==> config.mk <==
export PLATFORM = sky130hd
export DESIGN_NAME = jk_pattern_driver
export DESIGN_NICKNAME = d
export VERILOG_FILES = /design/src/rtl/jk_pattern_driver.sv
export SDC_FILE = /design/constraint.sdc
export NUM_CORES = 1
export LEC_CHECK = 0
export CAP_MARGIN = 0
export CORE_MARGIN = 2
export CORE_UTILIZATION = 45
export DETAILED_ROUTE_END_ITERATION = 12
export HOLD_SLACK_MARGIN = 0.03
export PLACE_DENSITY_LB_ADDON = 0.08
export SETUP_SLACK_MARGIN = 0.2
export SYNTH_ARGS = -nofsm -noshare
export SYNTH_HDL_FRONTEND = slang
export SYNTH_SLANG_ARGS = --single-unit
==> constraint.sdc <==
create_clock -name clk -period 1.4 [get_ports clk]
set_clock_uncertainty 0.05 [all_clocks]
set_input_delay 0.21 -clock clk [delete_from_list [all_inputs] [get_ports clk]]
set_output_delay 0.21 -clock clk [all_outputs]
set_load 0.05 [all_outputs]
==> src/rtl/jk_pattern_driver.sv <==
// rtl/jk_pattern_driver.sv - drives j/k into a JK-style fsm so its out replays a pattern.
// Reads the fsm out back one cycle later and counts bits that did not land.
module jk_pattern_driver #(
    parameter int WIDTH     = 8,
    parameter bit LSB_FIRST = 1'b1
) (
    input  logic             clk,
    input  logic             reset,
    input  logic [WIDTH-1:0] pat,
    input  logic             pat_valid,
    output logic             pat_ready,
    output logic             j,
    output logic             k,
    input  logic             fb,
    output logic             busy,
    output logic             done,
    output logic             mismatch,
    output logic [7:0]       err_count
);

    localparam int IW = (WIDTH > 1) ? $clog2(WIDTH) : 1;

    typedef enum logic [1:0] {
        S_IDLE  = 2'd0,
        S_DRIVE = 2'd1,
        S_DRAIN = 2'd2
    } state_t;

    state_t           r_state;
    logic [WIDTH-1:0] r_shreg;
    logic [IW-1:0]    r_idx;
    logic             r_cur;
    logic             r_exp_q;
    logic             r_check_valid;

    logic             w_t;
    logic             w_drive;

    assign w_t     = LSB_FIRST ? r_shreg[0] : r_shreg[WIDTH-1];
    assign w_drive = (r_state == S_DRIVE);

    // Minimal excitation: never toggle, and leave the flop alone when it already holds t.
    assign j = w_drive & w_t & ~r_cur;
    assign k = w_drive & ~w_t & r_cur;

    always_ff @(posedge clk or posedge reset) begin
        if (reset) begin
            r_state       <= S_IDLE;
            r_shreg       <= '0;
            r_idx         <= '0;
            r_cur         <= 1'b0;
            r_exp_q       <= 1'b0;
            r_check_valid <= 1'b0;
            pat_ready     <= 1'b1;
            busy          <= 1'b0;
            done          <= 1'b0;
            mismatch      <= 1'b0;
            err_count     <= 8'd0;
        end else begin
            done <= 1'b0;

            // fb reflects the j/k registered by the fsm at the previous edge.
            if (r_check_valid && (fb != r_exp_q)) begin
                mismatch <= 1'b1;
                if (err_count != 8'd255) begin
                    err_count <= err_count + 8'd1;
                end
            end

            case (r_state)
                S_IDLE: begin
                    if (pat_valid && pat_ready) begin
                        r_shreg   <= pat;
                        r_idx     <= '0;
                        mismatch  <= 1'b0;
                        pat_ready <= 1'b0;
                        busy      <= 1'b1;
                        r_state   <= S_DRIVE;
                    end
                end
                S_DRIVE: begin
                    r_cur         <= w_t;
                    r_exp_q       <= w_t;
                    r_check_valid <= 1'b1;
                    r_idx         <= r_idx + IW'(1);
                    if (LSB_FIRST) begin
                        r_shreg <= {1'b0, r_shreg[WIDTH-1:1]};
                    end else begin
                        r_shreg <= {r_shreg[WIDTH-2:0], 1'b0};
                    end
                    if (r_idx == IW'(WIDTH - 1)) begin
                        r_state <= S_DRAIN;
                    end
                end
                S_DRAIN: begin
                    done          <= 1'b1;
                    r_check_valid <= 1'b0;
                    pat_ready     <= 1'b1;
                    busy          <= 1'b0;
                    r_state       <= S_IDLE;
                end
                default: begin
                    r_state <= S_IDLE;
                end
            endcase
        end
    end

endmodule

==> results.md <==
- Synthesized area: 1304 µm²
- Gr ovfl total: 0
- Die width: 57.83 µm
- Slew headroom: 77.57%
- Gpl congestion: 0.7483
- Initial DRC Count: 27
- Synth Instances: 119
- Vias in the first global route: 1268
- M2 GR Usage: 42.53%
- Slew Viols, Final: 0
- Fillers: 125
- Area leader, netlist: dfrtp_1
- Vias per std cell: 5.275
- Number of flops mapped to enable cells by yosys: 0
- Hold WS: 0.1514 ns
- Ant. Diodes: 0
- Hold Buf Count CTS: 0
- Max VDD drop: 2.252 mV
- Synth cell types: 30
- Cell area after layout: 2406 µm²
- Post-synth top area share: 49.90%
- Tot GR Track Use: 23.59%
- Rows: 19
- Total CTS buffers: 3
- Antenna viol nets, final: 0
- Routed WL: 3.714 mm
- Core area: 2758 µm²
- Ys Warns: 0
- Synthesized area per cell: 10.96 µm²
- CP Class: register to primary output
- Most used DFF post-synth: dfrtp_1
- Outcome: finished with violations
- Syn_nets: 138
- Tightest Hold Check Type: input pin to async pin
- NumNets Final: 211
- Peak Freq: 0.5966 GHz
- RSZ-0062 raised after global routing: true
- Vias: 1171
- Arr. time, crit path: 1.42 ns
- Final total power: 5.248 mW
- Setup TNS Final: -3.751 ns
- Worst-path clk slew: 0.15 ns
- Routed WL per cell: 16.73 µm
- I/O Buffers: 25
- Clock Tree Buf Depth: 2
- Top post-synthesis cells by area: dfrtp_1 50%, ha_1 6.7%, mux2i_1 5.4%
- GR met1 Demand/Resource: 25.77%
- Failing checks: setup timing
- DP Wirelength: 2.121 mm
- Final min period: 1.676 ns
- I/O pins: 26
- Worst slew pin tran: 0.3348 ns
- Die span in y: 57.83 µm
- Layout cells sized above 1: 58.12%
- Die area: 3344 µm²
- Drc violations: 0
- Pwr dens: 2181 nW/µm²
- Placed cell area: 2027 µm²
- Post-Place Setup Slack: -0.2503 ns
- Grt met3 use: 3.348%
- Area growth, synth to finish: 84.55%
- Async SR Flop Fraction: 100.0%
- Final hold violations: 0
- Clock Tree Root: clkbuf_4
- Max Cap Viol: 0
- Worst Setup End Kind: primary output
- Initial antenna violation count: 0
- Peak-usage layer in the global routing report: met2
- Htree depth: 1
- First-pass GRT wire length: 5.871 mm
- Worst Setup Start Kind: register
- Starting Density: 47.28%
- CTS tree: built
- Clock Latency Late Sink: 0.34 ns
- Register area share after synthesis: 51.92%
- Tcrit/Tclk final: 119.7%
- LEAKAGE: 1.124 nW
- Clk sinks: 27
- Largest net degree at the start of global routing: 28
- Final setup margin: -0.2761 ns
- Seq cells post-synth: 27
- Router iterations before antenna repair: 5
- Setup Viol. Count Final: 25
- Worst Path Max Fanout: 3
- CP Data Required Time: 1.14 ns
-- flip-flops by register name, indices dropped and copies added, names as in the netlist --
| name | cells |
|---|---|
| mismatch | 1 |
| done | 1 |
| err_count | 8 |
| r_shreg | 8 |
| r_idx | 3 |
| pat_ready | 1 |
| busy | 1 |
| r_exp_q | 1 |
| r_state | 2 |
| r_check_valid | 1 |
-- cells in the final DEF (no fill, tap or decap), drive strengths merged, types with 3 or more instances in the layout --
cell type	instances
a21oi	4
a32o	3
and3	3
buf	60
clkbuf	3
clkdlybuf4s50	11
dfrtp	26
ha	7
inv	9
mux2	4
mux2i	7
nand2	11
nor2	7
o21ai	14
xor2	4
-- critical path, cell delays in order, from the launching register on --
cell and delay [ns]:
dfrtp_1 0.42, inv_2 0.09, ha_4 0.16, buf_6 0.11, nand2_4 0.05, nor2_4 0.11, buf_12 0.14
-- power by group --
part / leakage [nW] / switching, mW / internal [mW]
registers: 0.321 / 0.255 / 1.06
clock network: 0.0177 / 0.250 / 0.108
logic: 0.784 / 1.66 / 1.91
total: 1.12 / 2.16 / 3.08
-- per-stage QoR --
stage / std cells / util, %
after floorplan: 119 / -
after global placement: 196 / 73.50
after CTS: 217 / 84.44
final: 222 / 87.25
after global routing: 222 / 87.25
after detailed placement: 196 / 73.50
-- per-layer routing --
| metal | vias up | wire length (µm) |
|---|---|---|
| met3 | 13 | 113 |
| met1 | 578 | 1381 |
| li1 | 554 | - |
| met2 | 26 | 2104 |
| met4 | 0 | 115 |
| met5 | - | 0 |
-- final timing paths --
kind	from	endpoint	slack [ns]	depth (start not counted)
worst max-delay path	r_state[1]$_DFFE_PP0P_	j	-0.28	6
max in group asynchronous	reset	pat_ready$_DFFE_PP1P_	0.92	3
worst min register to register	r_shreg[3]$_DFFE_PP0P_	r_shreg[3]$_DFFE_PP0P_	0.47	2
min in group clk	pat[6]	r_shreg[6]$_DFFE_PP0P_	0.43	3
worst min-delay path	reset	r_shreg[1]$_DFFE_PP0P_	0.15	3
worst max register to register	r_state[0]$_DFFE_PP0P_	r_idx[1]$_DFFE_PP0P_	-0.27	7
-- layout make-up --
class                           instances  area, µm²  share of cell area, %
Clock inverter                          1      5.005                 0.2080
Multi-Input combinational cell         80      792.0                  32.92
Timing Repair Buffer                   71      820.8                  34.11
Sequential cell                        27      690.7                  28.71
Clock buffer                            3      22.52                 0.9360
Inverter                                9      36.28                  1.508
Tap cell                               31      38.79                  1.612
-- cells by family (layout without fill, tap and decap cells) --
kind of cell	after synthesis	after routing	share of synthesized area [%]
fa+ha+maj	7	7	6.718
xor+xnor	6	6	4.031
compound gates	26	26	12.96
buf+inv	12	84	3.935
simple gates	30	30	11.33
mux	11	11	9.117
flops	27	27	51.92
-- synth_stat cells, types with 3 or more instances --
cell,number
a21oi_1,4
nand2_1,11
o21ai_0,13
xor2_1,4
mux2_2,3
and3_1,3
ha_1,7
mux2i_1,7
a32o_1,3
inv_1,9
nor2_1,7
dfrtp_1,26
-- repair_timing --
item | 4_1_cts | 5_1_grt
resized for setup | 32 | 11
pin swaps | 11 | 3
buffers inserted | 17 | 5
endpoints found under the setup margin | 38 | 39
No activity file was read; power rests on OpenSTA's default activity.
==> patch 1, RTL diff (config.mk and constraints unchanged) <==
`LSB_FIRST`: 1'b1 -> 1'b0.
--- a/src/rtl/jk_pattern_driver.sv
+++ b/src/rtl/jk_pattern_driver.sv
@@ -2,7 +2,7 @@
 // Reads the fsm out back one cycle later and counts bits that did not land.
 module jk_pattern_driver #(
     parameter int WIDTH     = 8,
-    parameter bit LSB_FIRST = 1'b1
+    parameter bit LSB_FIRST = 1'b0
 ) (
     input  logic             clk,
     input  logic             reset,
Formal check against the unedited RTL: not equivalent (Yosys sat finds a counterexample within 4 cycles, from zero or initial values and one cycle with reset high).
==> patch 1 against the original RTL <==
The flow still finishes with violations (setup timing); maximum frequency grew 0.26%; power grew 3.9%; non-clock buffer count shrank 5; critical path depth shrank 1; core utilization shrank 0.82 points; setup slack gained 0.0043 ns; sequential cell count is the same; global-route usage shrank 3.4 points; area after synthesis shrank 0.38%; die area shrank 0.36%; sequential share of layout area grew 0.27 points; routed wire length grew 3.0%; design area shrank 0.94%.
==> patch 1: results (changes against the original RTL) <==
global_routing:
  grt_use_met1_pct: 25.4  # was 25.8%
  antenna_found_initial: 0  # unchanged
  grtUsageMet2_pct: 34.6  # was 42.5%
  grtUsageTotal_pct: 20.2  # was 23.6%
drt:
  post_drt_wl_per_cell_um: 17.5  # was 16.7 µm
  vias: 1158  # was 1,171
  wl_met3_um: 140  # was 113 µm
  dr_wl_met2_mm: 2.08  # was 2.10 mm
  firstDrtPassIters: 4  # was 5
final_layout:
  fillCellCount: 133  # was 125
  drive_above_1_share_pct: 58.8  # was 58.1%
  fin_nets: 207  # was 211
  instances_no_fill: 218  # was 222
clocking:
  cts_resized: 33  # was 32
  insertion_delay_ns: 0.35
  post-cts-setup-buffers: 12  # was 17
  clockBufferDepth: 2  # unchanged
yosys:
  synth.area.top_cells: "dfrtp_1 (50%), ha_1 (6.7%), mux2i_1 (5.4%)"  # unchanged
  ys_types: 29  # was 30
timing:
  setup_ws_ns: -0.272  # was -0.276 ns
  worst_pin_slew_ns: 0.317  # was 0.335 ns
  report.final.setup_viol: 20  # was 25
critical_path:
  reg2regPathDepth: 6  # was 7
  rrSetupSlack_ns: -0.17  # was -0.27 ns
  critPathMaxFanout: 4  # was 3
  r2r_end: "r_idx[2]"  # was r_idx[1]
run_status:
  violations: "setup timing"  # unchanged
  status: "finished with violations"  # unchanged
placement:
  post-place-ws_ns: -0.219  # was -0.250 ns
  gp_congestion: 0.792  # was 0.748
power:
  leakagePower_uw: 0.00108  # was 0.00112 µW
-- patch 1: power groups by stage --
stage	logic [µW]	clock network, µW	registers (µW)
floorplan	1470	0	1670
global placement	2840	0	1310
detailed placement	2940	0	1320
CTS	3440	357	1330
global route	3900	404	1410
finish	3700	367	1390
-- patch 1: worst max-delay path by stage --
stage,from,endpoint,slack [ns],cells past startpoint
2_1_floorplan,err_count[0],err_count[1],-0.13,4
3_3_place_gp,fb,err_count[7],-0.20,5
3_5_place_dp,fb,err_count[7],-0.22,5
4_1_cts,r_state[1],k,-0.26,5
5_1_grt,r_state[1],j,-0.33,6
6_report,r_state[1],k,-0.27,5
-- patch 1: worst max-delay path, cell delays in order, from the launching register on --
cell,delay [ns]
dfrtp_1,0.43
inv_2,0.08
ha_4,0.16
inv_2,0.06
nor3_4,0.17
buf_12,0.17
-- patch 1: cell families (layout without fill, tap and decap cells) --
| group | Yosys count | after routing | synth area share (%) |
|---|---|---|---|
| buf+inv | 12 | 79 | 3.76 |
| compound gates | 26 | 27 | 12.8 |
| fa+ha+maj | 7 | 7 | 6.74 |
| mux | 11 | 11 | 9.15 |
| xor+xnor | 6 | 6 | 4.05 |
| simple gates | 30 | 30 | 11.4 |
| flops | 27 | 27 | 52.1 |
-- patch 1: through the flow --
step / instance area (µm²) / hold WS [ns] / TNS, ns
5_1_grt: 2380 / 0.143 / -3.36
3_3_place_gp: 2040 / 0.427 / -1.48
2_1_floorplan: 1460 / 0.211 / -0.899
3_5_place_dp: 2040 / 0.449 / -1.89
4_1_cts: 2300 / 0.129 / -1.89
6_report: 2380 / 0.117 / -2.31
-- patch 1: area by class of cell --
class | instances | area share (%)
flip-flops and latches | 27 | 29.0
repair buffers | 66 | 32.3
inverters | 9 | 1.52
well taps | 31 | 1.63
clock buffers | 4 | 1.10
multi-input cells | 81 | 34.4
==> patch 2, RTL diff (same settings) <==
Made on the original files. Encoding of `state_t`: now one-hot (3 bits for 3 states).
--- a/src/rtl/jk_pattern_driver.sv
+++ b/src/rtl/jk_pattern_driver.sv
@@ -20,10 +20,10 @@
 
     localparam int IW = (WIDTH > 1) ? $clog2(WIDTH) : 1;
 
-    typedef enum logic [1:0] {
-        S_IDLE  = 2'd0,
-        S_DRIVE = 2'd1,
-        S_DRAIN = 2'd2
+    typedef enum logic [2:0] {
+        S_IDLE  = 3'b001,
+        S_DRIVE = 3'b010,
+        S_DRAIN = 3'b100
     } state_t;
 
     state_t           r_state;
Check against the original RTL: no difference found for any inputs over 10 cycles, from zero or initial values and one cycle with reset high; not proved beyond that.
==> patch 2 against the original RTL <==
The run still ends with setup timing left; design area shrank 1.2%; setup slack lost 0.20 ns; sequential cell count grew 1; area after synthesis shrank 1.9%; routed wire length grew 30%; critical path depth shrank 3; power shrank 15%; combinational power shrank 31%; register-to-register slack gained 0.13 ns; largest cell class unchanged; count of clock-buffer cells in the layout is the same; synthesized cell count grew 9.2%; sequential share of layout area grew 1.3 points.
==> patch 2: results (changes against the original RTL) <==
yosys:
  synth_commonest_cells: "dfrtp_1 (26), nand2_1 (26), a21oi_1 (17), nor2_1 (15)"  # was dfrtp_1 (26), o21ai_0 (13), nand2_1 (11), inv_1 (9)
  synth.mux.area_fraction_pct: 3.72  # was 9.12%
  synth-seq-area-share_pct: 55.0  # was 51.9%
  synth_area_leader_cell: "dfrtp_1"  # unchanged
  synth.area.top_cells: "dfrtp_1 (51%), nand2_1 (7.6%), a21oi_1 (6.7%)"  # was dfrtp_1 (50%), ha_1 (6.7%), mux2i_1 (5.4%)
  syn-num-nets: 145  # was 138
  synth_fa_ha_area_share_pct: 2.94  # was 6.72%
  synth_xor_area_share_pct: 2.05  # was 4.03%
  ys_types: 33  # was 30
  synth-compound-area-share_pct: 9.98  # was 13.0%
timing:
  report.final.setup_viol: 26  # was 25
  setup-tns-final_ns: -2.58  # was -3.75 ns
  setup_ws_ns: -0.472  # was -0.276 ns
  worst_pin_slew_ns: 0.286  # was 0.335 ns
critical_path:
  timing.rr.start: "err_count[1]"  # was r_state[0]
  r2r_end: "err_count[5]"  # was r_idx[1]
  rrSetupSlack_ns: -0.14  # was -0.27 ns
  reg2regPathDepth: 4  # was 7
  worstPathArrival_ns: 1.61  # was 1.42 ns
global_routing:
  grtUsageTotal_pct: 25.3  # was 23.6%
  grt_pass1_wl_mm: 6.24  # was 5.87 mm
  antenna_found_initial: 0  # unchanged
  grt_pass1_vias: 1309  # was 1,268
  grt_max_degree: 29  # was 28
drt:
  drtIter0Drc: 68  # was 27
  vias: 1318  # was 1,171
  wl_mm: 4.82  # was 3.71 mm
  firstDrtPassIters: 4  # was 5
power:
  leakagePower_uw: 0.00110  # was 0.00112 µW
  p_switching_uw: 1750  # was 2160 µW
  ir_drop_uv: 2250  # about the same
clocking:
  clkSlewWorstSetupHoldPaths_ns: 0.17  # was 0.15 ns
  insertion_delay_ns: 0.36  # was 0.34 ns
placement:
  gp_congestion: 0.751  # was 0.748
  dpl.hpwl_mm: 2.07  # was 2.12 mm
run_status:
  violations: "setup timing"  # unchanged
  status: "finished with violations"  # unchanged
worst_hold_path:
  hold_path_class: "input port to asynchronous set/reset pin"  # unchanged
final_layout:
  fin_nets: 214  # was 211
  drive_above_1_share_pct: 59.1  # was 58.1%
  largest_registers: "err_count x8, r_shreg x8"  # was err_count x8, r_shreg x8, r_idx x3
## patch 2: changes by cell type after synthesis, moves of 3 or more
cell     before  now
a21oi_1       4   17
nor2_1        7   15
ha_1          7    3
mux2i_1       7    1
nand2_1      11   26
nand4_1       1    4
a32o_1        3    0
nor3b_1       0    3
o21ai_0      13    4
inv_1         9    2
## patch 2: worst max-delay path, stage by stage (launching register included)
cell and delay, ns:
dfstp_2 0.41, or3b_4 0.44, nor3b_4 0.24, buf_12 0.17
## patch 2: cell families after synthesis
kind of cell,after synthesis
fa+ha+maj,3
buf+inv,7
flops,28
compound gates,24
xor+xnor,3
simple gates,61
mux,4
## patch 2: worst max-delay path by stage
stage,slack [ns],start,to,cells past startpoint
2_1_floorplan,-0.36,r_state[2],j,4
3_3_place_gp,-0.34,fb,err_count[5],5
3_5_place_dp,-0.40,fb,err_count[5],5
4_1_cts,-0.43,r_state[0],j,3
5_1_grt,-0.53,r_state[0],k,3
6_report,-0.47,r_state[0],k,3
## patch 2: stage by stage
stage | setup slack, ns | util [%] | hold WS [ns] | cells | instance area [µm²]
4_1_cts | -0.428 | 82.1 | 0.150 | 221 | 2240
3_5_place_dp | -0.397 | 70.7 | 0.452 | 198 | 1930
2_1_floorplan | -0.362 | - | 0.223 | 130 | 1420
3_3_place_gp | -0.337 | 70.7 | 0.430 | 198 | 1930
5_1_grt | -0.532 | 86.9 | 0.116 | 229 | 2380
6_report | -0.472 | 86.9 | 0.122 | 229 | 2380
## patch 2: metal layers
metal / up-vias / GRT usage (%) / share of wire (%)
met5: - / 0 / 0
met4: 0 / 12.6 / 4.8
met3: 25 / 4.31 / 7.2
met2: 78 / 43.0 / 53
met1: 637 / 31.0 / 35
li1: 578 / - / -
## patch 2: power by group through the flow
stage	logic [µW]	clock network (µW)	registers, µW
after floorplan	586	0	1700
after global placement	1770	0	1330
after detailed placement	1820	0	1350
after CTS	2190	538	1340
after global routing	2540	595	1430
final	2450	568	1420
## patch 2: cell type report
cell class / count / area [µm²]
clock buffer: 3 / 22.5
clock inverter: 1 / 30.0
fill: 133 / 358
inverter: 2 / 7.51
multi-input combinational: 96 / 767
sequential: 28 / 713
tap: 31 / 38.8
timing repair buffer: 68 / 797
## patch 2: what timing repair did
item | CTS | global route
pin swaps | 21 | 11
buffers inserted | 17 | 8
endpoints found under the setup margin | 37 | 42
resized for setup | 34 | 18
gates cloned | 2 | 0
